--- src/rtl/fir_pkg.sv ---
// fir_pkg: shared state encoding, request modes and FIR defaults for the FIR sequencer
package fir_pkg;
  typedef enum logic [2:0] {
    IDLE,
    COEF_COLLECT,
    COEF_SHIFT,
    COEF_SETTLE,
    SAMPLE_RUN,
    SAMPLE_CAPTURE
  } state_t;
  localparam logic MODE_SAMPLE = 1'b0;
  localparam logic MODE_COEF = 1'b1;
  localparam int FIR_LATENCY_DEF = 6;
endpackage

--- src/rtl/fir_coef_bank.sv ---
// fir_coef_bank: shadow coefficient registers with write/read pointers and a full flag
module fir_coef_bank #(
  parameter int NBR_OF_TAPS = 3,
  parameter int TAP_SIZE = 3,
  parameter int CW = $clog2(NBR_OF_TAPS + 1)
) (
  input  logic                clk,
  input  logic                reset,
  input  logic                clear,
  input  logic                wr_en,
  input  logic                wr_restart,
  input  logic [TAP_SIZE-1:0] wr_data,
  input  logic                rd_load,
  input  logic                rd_dec,
  output logic [CW-1:0]       wr_ptr,
  output logic [CW-1:0]       rd_ptr,
  output logic [TAP_SIZE-1:0] rd_next,
  output logic                full
);
  logic [TAP_SIZE-1:0] mem [NBR_OF_TAPS];
  logic [CW-1:0] wr_idx;
  assign wr_idx = wr_restart ? '0 : wr_ptr;
  assign full = wr_ptr == CW'(NBR_OF_TAPS);
  // rd_ptr names the coefficient on the bus now; rd_next is the one that follows it
  assign rd_next = (rd_ptr == '0) ? '0 : mem[rd_ptr - CW'(1)];
  always_ff @(posedge clk) begin
    if (reset || clear) begin
      mem <= '{default: '0};
      wr_ptr <= '0;
      rd_ptr <= '0;
    end else begin
      if (wr_en) begin
        mem[wr_idx] <= wr_data;
        wr_ptr <= wr_idx + 1'b1;
      end
      if (rd_load) rd_ptr <= CW'(NBR_OF_TAPS - 1);
      else if (rd_dec) rd_ptr <= rd_ptr - 1'b1;
    end
  end
endmodule

--- src/rtl/fir_sched.sv ---
// fir_sched: host request sequencer that loads FIR coefficients and runs samples through the FIR
module fir_sched
  import fir_pkg::*;
#(
  parameter int NBR_OF_TAPS = 3,
  parameter int TAP_SIZE = 3,
  parameter int X_N_SIZE = 8,
  parameter int Y_N_SIZE = 11,
  parameter int FIR_LATENCY = FIR_LATENCY_DEF,
  parameter int SETTLE_CYCLES = 2
) (
  input  logic                clk,
  input  logic                reset,
  input  logic [X_N_SIZE-1:0] req_data,
  input  logic                req_mode,
  input  logic                req_valid,
  output logic                req_ready,
  output logic [X_N_SIZE-1:0] fir_x_n,
  output logic                fir_tvalid,
  output logic                fir_set_coeffs,
  input  logic [Y_N_SIZE-1:0] fir_y_n,
  output logic [Y_N_SIZE-1:0] res_data,
  output logic                res_valid,
  output logic                err,
  output logic                busy
);
  localparam int CW = $clog2(NBR_OF_TAPS + 1);
  localparam int LW = $clog2(FIR_LATENCY + 1);
  localparam int SW = SETTLE_CYCLES > 0 ? $clog2(SETTLE_CYCLES + 1) : 1;

  state_t state, state_d;
  logic [LW-1:0] lat_cnt, lat_cnt_d;
  logic [SW-1:0] settle_cnt, settle_cnt_d;
  logic [X_N_SIZE-1:0] x_d;
  logic [Y_N_SIZE-1:0] res_d;
  logic tvalid_d, set_d, rv_d, err_d, xfer;
  logic wr_en, wr_restart, clear, rd_load, rd_dec, bank_full;
  logic [CW-1:0] coef_cnt, shift_idx;
  logic [TAP_SIZE-1:0] rd_next;

  function automatic logic [X_N_SIZE-1:0] sext(input logic [TAP_SIZE-1:0] v);
    return {{(X_N_SIZE - TAP_SIZE){v[TAP_SIZE-1]}}, v};
  endfunction

  assign xfer = req_valid && req_ready;

  fir_coef_bank #(.NBR_OF_TAPS(NBR_OF_TAPS), .TAP_SIZE(TAP_SIZE), .CW(CW)) u_bank (
    .clk(clk),
    .reset(reset),
    .clear(clear),
    .wr_en(wr_en),
    .wr_restart(wr_restart),
    .wr_data(req_data[TAP_SIZE-1:0]),
    .rd_load(rd_load),
    .rd_dec(rd_dec),
    .wr_ptr(coef_cnt),
    .rd_ptr(shift_idx),
    .rd_next(rd_next),
    .full(bank_full)
  );

  always_comb begin
    state_d = state;
    lat_cnt_d = lat_cnt;
    settle_cnt_d = settle_cnt;
    x_d = fir_x_n;
    res_d = res_data;
    tvalid_d = 1'b0;
    set_d = 1'b0;
    rv_d = 1'b0;
    err_d = err;
    wr_en = 1'b0;
    wr_restart = 1'b0;
    clear = 1'b0;
    rd_load = 1'b0;
    rd_dec = 1'b0;
    case (state)
      IDLE, COEF_COLLECT: if (xfer) begin
        if (req_mode == MODE_COEF) begin
          wr_en = 1'b1;
          wr_restart = state == IDLE;
          // the final byte is forwarded straight to the bus while it is being written
          if (state == IDLE ? NBR_OF_TAPS == 1 : coef_cnt == CW'(NBR_OF_TAPS - 1)) begin
            state_d = COEF_SHIFT;
            set_d = 1'b1;
            x_d = sext(req_data[TAP_SIZE-1:0]);
            rd_load = 1'b1;
          end else state_d = COEF_COLLECT;
        end else if (state == IDLE) begin
          state_d = SAMPLE_RUN;
          x_d = req_data;
          tvalid_d = 1'b1;
          lat_cnt_d = '0;
        end else begin
          state_d = IDLE;
          err_d = 1'b1;
          clear = 1'b1;
        end
      end
      COEF_SHIFT: if (shift_idx == '0) begin
        state_d = (SETTLE_CYCLES == 0) ? IDLE : COEF_SETTLE;
        settle_cnt_d = '0;
        x_d = '0;
      end else begin
        set_d = 1'b1;
        x_d = sext(rd_next);
        rd_dec = 1'b1;
      end
      COEF_SETTLE: if (settle_cnt == SW'(SETTLE_CYCLES - 1)) state_d = IDLE;
        else settle_cnt_d = settle_cnt + 1'b1;
      SAMPLE_RUN: begin
        lat_cnt_d = lat_cnt + 1'b1;
        if (lat_cnt == LW'(FIR_LATENCY - 1)) begin
          state_d = SAMPLE_CAPTURE;
          res_d = fir_y_n;
          rv_d = 1'b1;
        end else tvalid_d = 1'b1;
      end
      SAMPLE_CAPTURE: state_d = IDLE;
      default: state_d = IDLE;
    endcase
  end

  always_ff @(posedge clk) begin
    if (reset) begin
      state <= IDLE;
      lat_cnt <= '0;
      settle_cnt <= '0;
      req_ready <= 1'b1;
      fir_x_n <= '0;
      fir_tvalid <= 1'b0;
      fir_set_coeffs <= 1'b0;
      res_data <= '0;
      res_valid <= 1'b0;
      err <= 1'b0;
      busy <= 1'b0;
    end else begin
      state <= state_d;
      lat_cnt <= lat_cnt_d;
      settle_cnt <= settle_cnt_d;
      req_ready <= state_d == IDLE || state_d == COEF_COLLECT;
      fir_x_n <= x_d;
      fir_tvalid <= tvalid_d;
      fir_set_coeffs <= set_d;
      res_data <= res_d;
      res_valid <= rv_d;
      err <= err_d;
      busy <= state_d != IDLE;
    end
  end

  a_excl: assert property (@(posedge clk) !(fir_tvalid && fir_set_coeffs));
  a_full: assert property (@(posedge clk) disable iff (reset) state == COEF_SHIFT |-> bank_full);
endmodule

--- config.mk ---
export PLATFORM = sky130hd
export DESIGN_NAME = fir_sched
export DESIGN_NICKNAME = d
export VERILOG_FILES = /design/src/rtl/fir_pkg.sv /design/src/rtl/fir_coef_bank.sv /design/src/rtl/fir_sched.sv
export SDC_FILE = /design/constraint.sdc
export NUM_CORES = 1
export LEC_CHECK = 0
export ABC_AREA = 1
export BUFFER_PORTS_ARGS = -buffer_cell sky130_fd_sc_hd__buf_2
export CAP_MARGIN = 20
export CORE_AREA = 2 2 68 70
export DETAILED_ROUTE_END_ITERATION = 8
export DIE_AREA = 0 0 70 72
export PLACE_DENSITY = 0.82
export SYNTH_ARGS = -nofsm -noshare
export SYNTH_HDL_FRONTEND = slang
export SYNTH_SLANG_ARGS = --single-unit
--- constraint.sdc ---
create_clock -name clk -period 2 [get_ports clk]
set_input_delay 0.1 -clock clk [delete_from_list [all_inputs] [get_ports clk]]
set_output_delay 0.1 -clock clk [all_outputs]
set_load 0.01 [all_outputs]
== After elaboration in Yosys (flattened, before gate mapping) ==
Cells that the tools add are included.
Widths: inputs -> output; s select.
Word-level totals
  register bits after elaboration: 46
  input bits: 23
  output and inout bits: 25
  word-level logic and storage cells: 118
Cells by class
  add/subtract/negate cells: 4
  $lt $le $gt $ge: 3
  equal/unequal tests: 15
  multiplexer cells: 54
  bitwise operators: 5
  reduce and logical (&&, ||, !) cells: 20
Operators with widths (number)
  $mux 8: 5
  $mux 3: 12
  $mux 1: 22
  $pmux 8 s2: 1
  $mux 2: 6
  $pmux 3 s4: 1
  $reduce_and 4->1: 3
  $ne 2x2->1 const B: 5
  $bwmux 9: 1
  $reduce_bool 2->1: 4
  $bmux 3 s2: 1
  $demux 3 s2: 1
  $eq 3x1->1 const B: 2
  $eq 3x2->1 const B: 2
  $eq 3x3->1 const B: 2
  $ge 3x3->1 const B: 2
  $logic_not 3->1: 2
  $ne 3x3->1 const B: 2
  $not 2->3: 2
  $pmux 3 s2: 1
  $reduce_or 2->1: 3
  $add 2x1->2 const B: 2
  $pmux 1 s2: 2
  $pmux 2 s2: 1
  other kinds (12): 16

== Longest topological paths before layout ==
Gate-level depths: netlist (run 1).
  depth in word-level cells: 11
  gate-level depth with buffers: 10
  depth with buffers taken out: 9

== Hierarchy ==
A second synthesis (run 1) with hierarchy kept.
Second synthesis, totals
  cells, all modules: 315
  area, all modules: 2254.7 um^2
By module, submodules not included
  fir_sched: instances 1, cells an instance 225, area each 1614.0 um^2, sequential area each 660.6 um^2
  fir_coef_bank: instances 1, cells an instance 90, area each 640.6 um^2, sequential area each 260.2 um^2

== Least setup slack after synthesis (run 1) ==
Ideal clock, no wire load.
  kind: flip-flop to flip-flop
  start point: register u_bank.rd_ptr[0]
  end point: register fir_x_n[2]
  arrival: 1350 ps
  required time: 1887 ps
  path slack: 536 ps
  stages on the path, launching flop included: 11
  path buffers: 1
  path through: dfxtp_1 > buf_2 > inv_1 > ha_1 > inv_1 > nand3_1 > nand2_1 > nand2_1 > nand2_1 > nor2_1 > nor2_1
On the way
  longest elaborated chain between the ends: 7
  elaborated cells between the ends (all ways): 8
  classes of those cells: 1 x add/sub; 5 x mux; 1 x bitwise; 1 x reduce/logical
Ends and longest elaborated chain
  start: declaration: RTL line fir_coef_bank.sv:16  | output logic [CW-1:0] rd_ptr,
  start signal: assignment: RTL line fir_coef_bank.sv:36  | if (rd_load) rd_ptr <= CW'(NBR_OF_TAPS - 1);
  start signal: assignment: RTL line fir_coef_bank.sv:37  | else if (rd_dec) rd_ptr <= rd_ptr - 1'b1;
  $sub 2x1->2: RTL line fir_coef_bank.sv:25  | assign rd_next = (rd_ptr == '0) ? '0 : mem[rd_ptr - CW'(1)];
  $not 2->3 (implied by the code): RTL line fir_coef_bank.sv:25
  $bmux 3 s2: RTL line fir_coef_bank.sv:25
  $mux 3 (implied by the code) (2 in series): RTL line fir_coef_bank.sv:25
  $mux 8 *: RTL line fir_sched.sv:100  | COEF_SHIFT: if (shift_idx == '0) begin
  $pmux 8 s2 *: RTL line fir_sched.sv:77  | case (state)
  end signal: assignment: RTL line fir_sched.sv:130  | fir_x_n <= '0;
  end signal: assignment: RTL line fir_sched.sv:142  | fir_x_n <= x_d;
  end: declaration: RTL line fir_sched.sv:18  | output logic [X_N_SIZE-1:0] fir_x_n,
Mark *: on every way between the ends. The rest lies on a longest branch, timed or not. The select of a mux whose other input is x is not followed.
A chain may end at the register's enable or synchronous reset.

== Final worst setup path (run 1) ==
  start point: register u_bank.rd_ptr[0]
  end point: register fir_x_n[6]
Same word-level chain as after synthesis.

==> flow_results.org, run 1 <==
** Setup path
- The startpoint identified for the worst register-to-register timing path is u_bank.rd_ptr[0].
- At the worst endpoint, the arrival time is 1.95 ns.
- STA classifies the critical path startpoint as a flip-flop.
- Critical path capture point type :: flip-flop
- Worst setup path class :: reg -> reg
- For the worst flop-to-flop path, the logic depth is 9.
- In this run the register-to-register setup slack is 0.26 ns.
- Along the worst path, the maximum fanout reaches 8.
- Required time at the endpoint of the critical path :: 2.20 ns
- The endpoint identified for the worst register-to-register timing path is fir_x_n[6].

** Detailed routing
- Count of unresolved DRC violations after routing :: 0
- The first detailed-routing pass took 4 iterations.
- Initial detailed-routing violation count :: 125
- The final route contains 2126 vias.
- Overall routed net length :: 4958 µm
- Via density per instance :: 5.050
- Post-detailed-route wirelength per cell :: 11.78 µm
- Post-route ant nets :: 0

** Yosys
- Avg Cell Area, Syn :: 6.946 µm²
- Yosys printed 0 warnings.
- The number of nets handed over by synthesis was 353.
- Count of different cell masters after synthesis :: 25
- Of all cell types, the one taking the most synthesized area is sky130_fd_sc_hd__dfxtp_1.
- Cell count after synthesis :: 323
- Portion of the post-synthesis area used by sequential elements :: 41.05%
- Synth top area cells :: sky130_fd_sc_hd__dfxtp_1 41%, sky130_fd_sc_hd__nand2_1 16%, sky130_fd_sc_hd__inv_1 7.5%
- Flops & latches, synth :: 46
- The top cell type by area accounts for 41.05% of the synthesized area.
- The synthesized netlist occupies a cell area of 2243 µm².

** STA
- Hold Violations, Final :: 0
- Summed over all failing endpoints, the final setup total negative slack is 0 ns.
- Final slew viol count :: 0
- For the finished layout, the period the worst path requires is 1.745 ns.
- At the pin with the least slew margin, the transition time is 0.4475 ns.
- Across the routed clock network, the largest skew measured is 0.006112 ns.
- Setup violations remaining at the end of the flow were counted as 0.
- RSZ-0062 raised after global routing :: no
- FMAX :: 573.1 MHz
- Worst slew margin relative to its limit :: 70.10%
- Final critical-path share of the clock period :: 87.25%

** Cells and area
- Share of cells above drive strength 1 :: 18.97%
- The final layout contains 398 nets.
- After routing the design area is 2581 µm².
- Fill cells in the final layout number 418.
- The number of antenna diodes in the final layout is 0.
- Compared with the post-synthesis result, the final layout area differs by 15.06%.

** Die
- Once the floorplan was initialized, standard cells occupied 52.61% of the core.
- During I/O placement, the number of pins put on the boundary was 48.
- From left edge to right edge, the die measures 70 µm.
- Chip Height :: 72 µm
- The floorplan has 24 rows.
- Placeable core region :: 4264 µm²
- Die ar. :: 5040 µm²

** Power and ir drop
- VDD IR max :: 0.0004394 V
- After layout, the design draws a total of 1.822 mW.
- For this design the ratio of total power to cell area is 705.7 nW/µm².
- Summed over all cells, the static leakage comes to 1.249 nW.

** Clocking
- Number of H-tree levels :: 2
- Skew-Pair Late Insertion Delay :: 0.30 ns
- Sinks on the clock net :: 46
- Hold-fix buffer count after cts :: 0
- Clock tree from TritonCTS :: built
- Post-cts repair resize count :: 0
- Counting the buffers created by CTS gives 5.
- After clock tree synthesis, the setup repair step added 0 buffers.
- Cell at the root of the clock tree :: sky130_fd_sc_hd__clkbuf_8
- Clock-pin slew was measured on the worst setup and hold paths at 0.09 ns.
- No sink is reached through more buffers than the 2 on the longest clock path.

** Global routing
- Global router's overall resource usage :: 20.91%
- The first global-routing pass estimated 8576 µm of wire.
- For this run, global-route usage on met2 was measured as 36.61%.
- Pin count of the biggest net entering global routing :: 25
- The total overflow left after global routing is 0.
- In the global route stage, met1 resource usage came out at 25.18%.
- The via count of the first global-routing pass was 2007.
- Most crowded layer after global routing :: met2
- The initial antenna violation count was 0.
- Global routing consumed, on the met3 layer, 4.306% of the routing resources.

** Hold path
- In this run the most critical hold path is launched from fir_y_n[4].
- The worst hold path terminates at res_data[4].
- Cells on Worst Hold Path :: 3
- HP Class :: in -> reg

** Place
- Estimated wirelength of the detail-placed design :: 3612 µm
- Placer Congestion :: 0.8986
- Input and output buffers added on the ports amount to 47.
- Area of placed instances :: 2487 µm²

** Status
- Outcome :: completed

** Flow run
- Max-cap violations in this run came to 0.
[cells in the final DEF (no fill, tap or decap), drive strengths merged]
master    instances
nor2             32
clkbuf            5
xor2              1
ha                7
o21ai            11
clkinvlp          1
a211oi            1
nor3              3
dfxtp            46
nand4            10
buf              49
inv              48
o211a             1
nand2            94
a21oi            33
nand3            24
clkinv            3
[registers in the layout, indices dropped and copies added (netlist names), 2 cells and up]
| register | count |
|---|---|
| res_data | 11 |
| u_bank.mem | 9 |
| fir_x_n | 8 |
| lat_cnt | 3 |
| state | 3 |
| settle_cnt | 2 |
| u_bank.rd_ptr | 2 |
| u_bank.wr_ptr | 2 |
[worst max-delay path: stages (launching register included)]
cell and delay (ns):
sky130_fd_sc_hd__dfxtp_1 0.47, sky130_fd_sc_hd__inv_1 0.15, sky130_fd_sc_hd__ha_1 0.39, sky130_fd_sc_hd__inv_1 0.10, sky130_fd_sc_hd__nand3_1 0.07, sky130_fd_sc_hd__nand2_1 0.06, sky130_fd_sc_hd__nand2_1 0.15, sky130_fd_sc_hd__nand2_1 0.08
sky130_fd_sc_hd__nor2_1 0.11, sky130_fd_sc_hd__nor2_1 0.05
[layout make-up]
type	count	area, µm²	area share (%)
sequential	46	920.9	35.68
timing repair buffer	49	250.2	9.695
clock buffer	5	68.82	2.666
tap	52	65.06	2.521
inverter	49	186.4	7.222
multi-input combinational	217	1065	41.25
clock inverter	3	25.02	0.9695
[metal layers]
| metal | wire (µm) | vias to the layer above |
|---|---|---|
| li1 | - | 1109 |
| met1 | 2207 | 953 |
| met2 | 2445 | 53 |
| met3 | 226 | 11 |
| met4 | 79 | 0 |
| met5 | 0 | - |
[where the power goes]
part           internal (mW)  switching, mW  total, mW
clock                  0.253          0.341      0.594
combinational         0.0946          0.162      0.256
sequential             0.950         0.0216      0.971
total                   1.30          0.525       1.82
[kinds of logic after synthesis]
family | Yosys count | share of synthesized area [%]
AOI/OAI and AO/OA | 46 | 10.76
and+or+nand+nor | 163 | 32.40
DFF | 46 | 41.05
xor gates and xnor gates | 1 | 0.3905
adders and majority gates | 7 | 3.904
buffers and inverters | 60 | 11.49
[how the worst max path moves through the flow]
stage                                  end  cells after the start              from
after floorplan                 fir_x_n[2]                     10  u_bank.rd_ptr[0]
after global placement          fir_x_n[6]                      9  u_bank.rd_ptr[0]
after detailed placement     u_bank.mem[2]                      9          state[1]
after CTS                 u_bank.wr_ptr[1]                      8          state[1]
after global routing            fir_x_n[6]                      9  u_bank.rd_ptr[0]
final                           fir_x_n[6]                      9  u_bank.rd_ptr[0]
[stage by stage]
| stage | setup WS [ns] | instances | hold slack, ns | util [%] |
|---|---|---|---|---|
| 3_5_place_dp | 0.2870 | 413 | 0.3889 | 58.33 |
| 5_1_grt | 0.09947 | 421 | 0.1015 | 60.53 |
| 6_report | 0.2551 | 421 | 0.06826 | 60.53 |
| 4_1_cts | 0.2591 | 421 | 0.06454 | 60.53 |
| 3_3_place_gp | 0.3336 | 413 | 0.3764 | 58.33 |
| 2_1_floorplan | 0.5363 | 323 | 0.2644 | - |
[cells in the mapped netlist]
cell type / n
sky130_fd_sc_hd__a21oi_2: 1
sky130_fd_sc_hd__nor2_1: 28
sky130_fd_sc_hd__nand2_1: 93
sky130_fd_sc_hd__a21oi_1: 32
sky130_fd_sc_hd__clkinv_2: 2
sky130_fd_sc_hd__nor3_1: 3
sky130_fd_sc_hd__inv_2: 2
sky130_fd_sc_hd__inv_1: 45
sky130_fd_sc_hd__nand2_4: 1
sky130_fd_sc_hd__xor2_1: 1
sky130_fd_sc_hd__nor2_2: 1
sky130_fd_sc_hd__buf_2: 6
sky130_fd_sc_hd__ha_1: 7
sky130_fd_sc_hd__o21ai_0: 11
sky130_fd_sc_hd__nand3_2: 1
sky130_fd_sc_hd__nand4_2: 1
sky130_fd_sc_hd__clkbuf_1: 2
sky130_fd_sc_hd__nand3_4: 1
sky130_fd_sc_hd__o211a_1: 1
sky130_fd_sc_hd__nand4_1: 9
sky130_fd_sc_hd__dfxtp_1: 46
sky130_fd_sc_hd__nor2_4: 3
sky130_fd_sc_hd__buf_6: 3
sky130_fd_sc_hd__nand3_1: 22
sky130_fd_sc_hd__a211oi_1: 1
(Power assumes the default switching activity.)
==> run 2: changes to the inputs <==
- ABC_AREA: 1 -> not set
- CORE_AREA: 2 2 68 70 -> 2 2 67 69
- DIE_AREA: 0 0 70 72 -> 0 0 69 71
==> run 2 against run 1 <==
Compared with the run above:
- setup slack got worse by 0.15 ns
- final cell count decreased by 21%
- sequential power is essentially flat
- count of clock-buffer cells in the layout is the same
- critical path depth fell by 3
- largest power group unchanged
- fmax decreased by 8.1%
- sequential share of layout area is 0.066 points higher
- clock power grew 20%
- die area down 2.8%
==> flow_results.org, run 2 <==
** Detailed routing
- Count of unresolved DRC violations after routing :: 0
- After detailed routing, the average wire length per cell comes to 13.28 µm.
- Via density per instance :: 5.305
- The first detailed-routing pass ran for 4 iterations.
- The detailed router finished its first iteration with 94 violations.
- In this run the remaining antenna-violating nets after routing total 0.
- Overall routed net length :: 4434 µm
- The final route contains 1772 vias.

** Place
- Estimated wirelength of the detail-placed design :: 3307 µm
- Placer Congestion :: 0.8284
- After detailed placement, the total cell area comes to 2451 µm².
- Worst Setup Slack post-DPL :: 0.05181 ns
- # port buffers :: 47

** STA
- After layout, the worst path uses 94.92% of the clock period.
- Hold Violations, Final :: 0
- Setup violations remaining at the end of the flow were counted as 0.
- Final slew viol count :: 0
- Setup slack on the critical path of the routed design comes to 0.1015 ns.
- Headroom to the max-slew limit came out at 65.09%.
- Fin Clk Skew :: 0.01105 ns
- Setup TNS Final :: 0 ns
- Clock period minus worst slack :: 1.898 ns
- Setup repair after global routing left no endpoint under its margin.
- FMAX :: 526.7 MHz
- Transition time at the pin with the least slew margin :: 0.5237 ns

** Die
- After floorplanning, the core was divided into 24 placement rows.
- Chip Height :: 71 µm
- Once the floorplan was initialized, standard cells occupied 51.07% of the core.
- Die ar. :: 4899 µm²
- In this run the horizontal extent of the chip is 69 µm.
- Placeable core region :: 4204 µm²
- For this design the top-level I/O count stands at 48.

** Cells and area
- The register with the most flip-flops in the layout has 11 of them.
- Sequential cell area :: 922.1 µm²
- Register name with the most flops :: res_data
- Fill cell count :: 362
- Largest registers :: res_data (11), u_bank.mem (9), fir_x_n (8)
- At the end of the flow, the number of nets in the layout was 311.
- Leaving out fill and tap cells, the most frequent cell in the layout is sky130_fd_sc_hd__buf_2.
- Summing all multi-input logic gate instances after layout gives 1131 µm².
- Share of cells above drive strength 1 :: 30.85%
- The number of antenna diodes in the final layout is 0.
- Design Area, Final :: 2580 µm²
- The top cell types in the final layout, fill and taps aside, are 47 x sky130_fd_sc_hd__buf_2, 45 x sky130_fd_sc_hd__dfxtp_1, 32 x sky130_fd_sc_hd__nand2_1, 22 x sky130_fd_sc_hd__nor2_1, 19 x sky130_fd_sc_hd__a21oi_1.
- Relative to the synthesized area, the layout overhead comes to 20.16%.

** Clocking
- Total clock buffers created by CTS :: 5
- Sinks on the clock net :: 46
- Buffers inserted to repair hold after CTS numbered 0.
- Cell at the root of the clock tree :: sky130_fd_sc_hd__clkbuf_8
- For the worst-skew pair, the clock arrives at the later sink with an insertion delay of 0.30 ns.
- The longest clock path from root to sink contains 2 buffers.
- Post-CTS timing repair inserted 0 buffers for setup.
- Post-cts repair resize count :: 1
- Number of H-tree levels :: 2
- Clock tree from TritonCTS :: built
- After clock tree synthesis, the clock-pin slew on the worst setup and hold paths is 0.10 ns.

** Global routing
- Pin count of the biggest net entering global routing :: 27
- Global-route wire length before repair :: 7555 µm
- Antenna violations before repair :: 0
- Via count of the first global-routing pass :: 1707
- Global router's overall resource usage :: 18.82%
- After global routing the overflow that remains totals 0.

** Yosys
- Synth top area cells :: sky130_fd_sc_hd__dfxtp_1 43%, sky130_fd_sc_hd__mux2i_1 6.1%, sky130_fd_sc_hd__nand2_1 5.6%
- Most used standard cells in the synthesized netlist :: 46 x sky130_fd_sc_hd__dfxtp_1, 32 x sky130_fd_sc_hd__nand2_1, 22 x sky130_fd_sc_hd__nor2_1
- The number of nets in the synthesized netlist is 258.
- Avg Cell Area, Syn :: 9.417 µm²
- The synthesized design spends more area on one cell type than any other, namely sky130_fd_sc_hd__dfxtp_1.
- Most common cell in the synthesized netlist :: sky130_fd_sc_hd__dfxtp_1
- Area fraction of the dominant cell type after synthesis :: 42.89%
- In the synthesized netlist the dominant register cell turns out to be sky130_fd_sc_hd__dfxtp_1.
- After synthesis, flip-flops and latches occupy 42.89% of the total area.
- Synthesis instantiated 50 different standard cells from the library.
- Counting flops with a built-in enable in the synthesized netlist gives 0.
- After synthesis the netlist holds a flip-flop and latch count of 46.
- The Yosys step of the flow raised 0 warnings.
- The synthesized netlist occupies a cell area of 2147 µm².
- After technology mapping, the gate count stands at 228.
- Async set-or-reset flop fraction in the synthesized netlist :: 0%

** Power and ir drop
- VDD IR max :: 0.0004342 V
- Pwr dens :: 746.6 nW/µm²
- In this run the static leakage power is 1.133 nW.

** Hold path
- The tightest min-delay check is of the in -> reg type.
- The startpoint identified for the worst hold timing path is fir_y_n[2].
- Cells on Worst Hold Path :: 3
- Capture endpoint of the worst hold path :: res_data[2]

** Setup path
- In this run the worst path has a maximum fanout of 6.
- R2R cell count :: 6
- By startpoint and endpoint, the worst setup path is classified as reg -> reg.
- The worst register-to-register path begins at u_bank.rd_ptr[0].
- Critical path data arrival time :: 2.10 ns
- STA classifies the critical path endpoint as a flip-flop.
- In this run the critical register-to-register path is captured at fir_x_n[6].
- Required time at the endpoint of the critical path :: 2.20 ns
- The worst setup path is launched from a flip-flop.
- For flop-to-flop paths, the worst setup slack is 0.10 ns.

** Flow run
- Count of maximum capacitance violations :: 0

** Status
- The run finished with clean final reports.
run 2: cell count changes after synthesis, moves of 5 or more:
cell / previous run / this run
sky130_fd_sc_hd__nand2_1: 93 / 32
sky130_fd_sc_hd__inv_1: 45 / 11
sky130_fd_sc_hd__nand3_1: 22 / 5
sky130_fd_sc_hd__a21oi_1: 32 / 19
sky130_fd_sc_hd__mux2i_1: 0 / 13
sky130_fd_sc_hd__nand4_1: 9 / 0
sky130_fd_sc_hd__o21ai_0: 11 / 3
sky130_fd_sc_hd__nor2_1: 28 / 22
sky130_fd_sc_hd__nor3_1: 3 / 8
run 2: worst max-delay path by stage:
| stage | startpoint | to | slack, ns | depth (start not counted) |
|---|---|---|---|---|
| CTS | u_bank.rd_ptr[0] | fir_x_n[6] | 0.01 | 6 |
| floorplan | req_ready | u_bank.mem[0] | 0.02 | 9 |
| detailed placement | req_ready | u_bank.mem[0] | 0.05 | 9 |
| global route | req_ready | u_bank.mem[7] | 0.02 | 9 |
| global placement | req_ready | u_bank.mem[1] | 0.1 | 9 |
| finish | u_bank.rd_ptr[0] | fir_x_n[6] | 0.10 | 6 |
run 2: worst max-delay path, cell delays in order, from the launching register on:
cell and delay [ns]:
sky130_fd_sc_hd__dfxtp_2 0.38, sky130_fd_sc_hd__inv_1 0.08, sky130_fd_sc_hd__ha_1 0.38, sky130_fd_sc_hd__mux2i_1 0.16, sky130_fd_sc_hd__mux2_2 0.28, sky130_fd_sc_hd__o21a_4 0.23
sky130_fd_sc_hd__a2111oi_2 0.30
run 2: area by class of cell:
class	instances	area share, %
clock buffer	5	2.667
clock inverter	3	1.891
inverter	11	1.600
multi-input combinational	161	43.84
sequential	46	35.74
tap	52	2.522
timing repair buffer	56	11.74
run 2: cell families after synthesis:
| group | Yosys count | synth area share [%] |
|---|---|---|
| muxes | 16 | 7.634 |
| AOI/OAI and AO/OA | 47 | 16.78 |
| and+or+nand+nor | 88 | 22.50 |
| adders and majority gates | 7 | 4.079 |
| DFF | 46 | 42.89 |
| xor gates and xnor gates | 3 | 1.224 |
| buffers and inverters | 21 | 4.895 |
run 2: through the flow:
step | hold slack (ns) | std cells | power [mW] | utilization (%)
6_report | 0.01705 | 334 | 1.926 | 61.37
3_5_place_dp | 0.3457 | 326 | 1.232 | 58.30
4_1_cts | 0.01115 | 334 | 1.940 | 61.10
5_1_grt | 0.01726 | 334 | 2.013 | 61.37
2_1_floorplan | 0.2360 | 228 | 1.151 | -
3_3_place_gp | 0.3412 | 326 | 1.225 | 58.30
run 2: layer usage:
layer | wire, µm | up-vias | global-route usage, %
met5 | 0 | - | 0
met4 | 91 | 0 | 7.843
met3 | 175 | 11 | 4.986
met2 | 2226 | 34 | 33.55
met1 | 1941 | 830 | 21.33
li1 | - | 897 | -
run 2: power by group:
| group | internal [mW] | total [mW] | switching, mW |
|---|---|---|---|
| logic | 0.112 | 0.240 | 0.128 |
| registers | 0.950 | 0.973 | 0.0235 |
| clock network | 0.381 | 0.713 | 0.333 |
| total | 1.44 | 1.93 | 0.484 |
==> run 3: changes to the inputs <==
- SLEW_MARGIN: not set -> 20
- clock period: 2 -> 1.9 ns (I/O delays scaled with it)
==> run 3 against run 2 <==
Compared with the run above:
- critical path depth unchanged
- power is 0.33% lower
- largest cell class unchanged
- register-to-register slack is essentially flat
- worst hold slack improved by 0.010 ns
==> flow_results.org, run 3 (synthesis results as in run 2) <==
** Status
- The run finished with clean final reports.

** Hold path
- HP Class :: in -> reg
- For hold timing, the worst endpoint is res_data[2].
- The worst hold path was traced through 3 stages.
- Hold_sp :: fir_y_n[2]

** Cells and area
- The finished cells cover 2603 µm².
- Register name with the most flops :: res_data
- At the end of the flow the core is filled with cells to 61.90%.
- Largest registers :: res_data (11), u_bank.mem (9), fir_x_n (8)
- Share of cells above drive strength 1 :: 32.51%
- The register with the most flip-flops in the layout has 11 of them.
- At the end of the flow, the number of nets in the layout was 312.
- From synthesis to final layout, the design area changed by 21.21%.
- Leaving out fill and tap cells, the most frequent cell in the layout is sky130_fd_sc_hd__buf_2.
- Fill cells in the final layout number 370.
- 0 antenna diodes ended up in the layout.
- In the layout the commonest cells are 47 x sky130_fd_sc_hd__buf_2, 44 x sky130_fd_sc_hd__dfxtp_1, 32 x sky130_fd_sc_hd__nand2_1, 22 x sky130_fd_sc_hd__nor2_1, 19 x sky130_fd_sc_hd__a21oi_1.

** Power and ir drop
- Combinational cells account for 13.7% of the total power.
- Share of total power in sequential cells :: 53.4%
- Internal Pwr Total :: 1.423 mW
- VDD IR max :: 0.0006940 V
- P_leak :: 1.138 nW
- For this design the total switching power over the nets is 0.4964 mW.
- Pwr dens :: 737.7 nW/µm²
- Post-route total power :: 1.920 mW
- Net switching is 25.86% of the power.
- Clock share of power :: 32.9%

** Detailed routing
- Summed over all layers, the routed wires come to 4574 µm.
- The first TritonRoute pass finished after 4 iterations.
- Using the TritonRoute via totals, the vias-per-cell ratio works out to 5.212.
- In the routed design, unresolved DRC markers number 0.
- Dividing the detail-routed wire length by the instance count gives 13.65 µm.
- Vias :: 1746
- Post-route ant nets :: 0
- After the first detailed-routing iteration, the DRC count stood at 84.

** Setup path
- FF-to-FF setup slack :: 0.11 ns
- Number of buffer and inverter stages on the critical path :: 1
- Sort of element at the start of the critical path :: flip-flop
- Critical path's largest stage delay :: 0.38 ns
- At the worst endpoint, the arrival time is 2.00 ns.
- Worst-path maximum fanout :: 6
- Series of cell instances along the critical path :: inv_1 > ha_1 > mux2i_1 > mux2_2 > o21a_4 > a211oi_1
- The worst setup path is captured at a flip-flop.
- R2R cell count :: 6
- The critical path is of the reg -> reg type.
- Grouping stages by cell kind, the critical path spends the most delay in compound AO/OA/AOI/OAI gates.
- At the worst endpoint, the required time is 2.10 ns.
- Among all stages on the critical path, the largest delay is contributed by sky130_fd_sc_hd__dfxtp_2.
- In this run the critical register-to-register path is launched from u_bank.rd_ptr[0].
- In this run the critical register-to-register path is captured at fir_x_n[2].

** Clocking
- TritonCTS created 5 clock buffers.
- Number of H-tree levels :: 2
- Post-CTS Repair Setup Buffers :: 0
- Clock tree buffer depth :: 2
- Skew-Pair Late Insertion Delay :: 0.30 ns
- The tree built by TritonCTS fans out to 46 sinks.
- Clock transition at the register clock pins on the worst setup and hold paths after CTS :: 0.09 ns
- Clock tree from TritonCTS :: built
- Cell at the root of the clock tree :: sky130_fd_sc_hd__clkbuf_8

** STA
- Setup violations remaining at the end of the flow were counted as 0.
- For the final routed database, the setup TNS stands at 0 ns.
- Setup repair after global routing left no endpoint under its margin.
- On the final layout, the worst clock skew is 0.01179 ns.
- For the pin with the worst max-slew slack, the measured transition is 0.5203 ns.
- Hold Violations, Final :: 0
- The worst pin sits at a relative slew slack of 65.32%.
- Setup ws final :: 0.1083 ns
- Clock period minus worst slack :: 1.792 ns
- The worst path uses 94.30% of the clock period.
- Final slew viol count :: 0
- For this run, the top clock speed supported by timing is 558.1 MHz.

** Place
- Summed over all nets, the half-perimeter wirelength after detailed placement is 3377 µm.
- Placer Congestion :: 0.8699
- In this run the tool buffered the top-level ports with 47 buffer cells.
- Once placement finished, the instance area stood at 2459 µm².
- Worst Setup Slack post-DPL :: -0.007448 ns

** Global routing
- Via count of the first global-routing pass :: 1740
- Antenna violations before repair :: 0
- In the global route stage, overall resource usage came out at 19.65%.
- Total grt overflow :: 0
- Entering global routing, the biggest net connects 27 pins.
- Global-route wire length before repair :: 7866 µm

** Die
- In this run the horizontal extent of the chip is 69 µm.
- In this run the count of I/O pins placed on the die edge is 48.
- The floorplan has 24 rows.
- The die covers 4899 µm².
- After floorplanning, the core was sized to cover 4204 µm².
- The initial utilization of the core area, before any placement, comes to 51.07%.
- Measured along the y axis, the die boundary spans 71 µm.

** Flow run
- Across the run, the number of max-cap violations was 0.
-- run 3: power by group through the flow --
| stage | Clock (mW) | Sequential [mW] | Combinational, mW |
|---|---|---|---|
| 2_1_floorplan | 0 | 1.05 | 0.159 |
| 6_report | 0.631 | 1.03 | 0.263 |
| 3_3_place_gp | 0 | 1.04 | 0.244 |
| 5_1_grt | 0.677 | 1.03 | 0.287 |
| 4_1_cts | 0.639 | 1.02 | 0.254 |
| 3_5_place_dp | 0 | 1.05 | 0.252 |
-- run 3: stage by stage --
stage / std cells / hold slack, ns
2_1_floorplan: 228 / 0.2310
3_3_place_gp: 327 / 0.3343
3_5_place_dp: 327 / 0.3418
4_1_cts: 335 / 0.02078
5_1_grt: 335 / 0.03196
6_report: 335 / 0.02715
-- run 3: worst max path at each step --
stage	to	cells past startpoint	start
floorplan	u_bank.mem[0]	9	req_ready
global placement	u_bank.mem[0]	9	req_ready
detailed placement	u_bank.mem[1]	9	req_ready
CTS	u_bank.mem[5]	8	req_ready
global route	u_bank.mem[6]	9	state[2]
finish	fir_x_n[2]	6	u_bank.rd_ptr[0]
-- run 3: final cells by class --
class                           instances  area [µm²]  share of cell area, %
Inverter                               11       41.29                  1.587
Clock inverter                          1       8.758                 0.3365
Clock buffer                            7       86.33                  3.317
Tap cell                               52       65.06                  2.500
Timing Repair Buffer                   57       310.3                  11.92
Multi-Input combinational cell        161        1167                  44.86
Sequential cell                        46       923.4                  35.48
-- run 3: metal layers --
metal	global-route usage, %	vias up	routed length, µm
li1	-	897	-
met1	23.26	817	2073
met2	34.51	28	2279
met3	4.986	4	159
met4	7.190	0	62
met5	0	-	0
-- run 3: timing repair --
| item | in CTS | in global routing |
|---|---|---|
| gates cloned | 0 | 0 |
| hold buffers | 0 | 0 |
| resized for setup | 2 | 8 |
| pin swaps | 0 | 1 |
| endpoints found under the setup margin | 4 | 10 |
-- run 3: worst min-delay path, stage by stage --
cell                      delay [ns]
sky130_fd_sc_hd__buf_2          0.09
sky130_fd_sc_hd__nand2_1        0.04
sky130_fd_sc_hd__a21oi_1        0.05
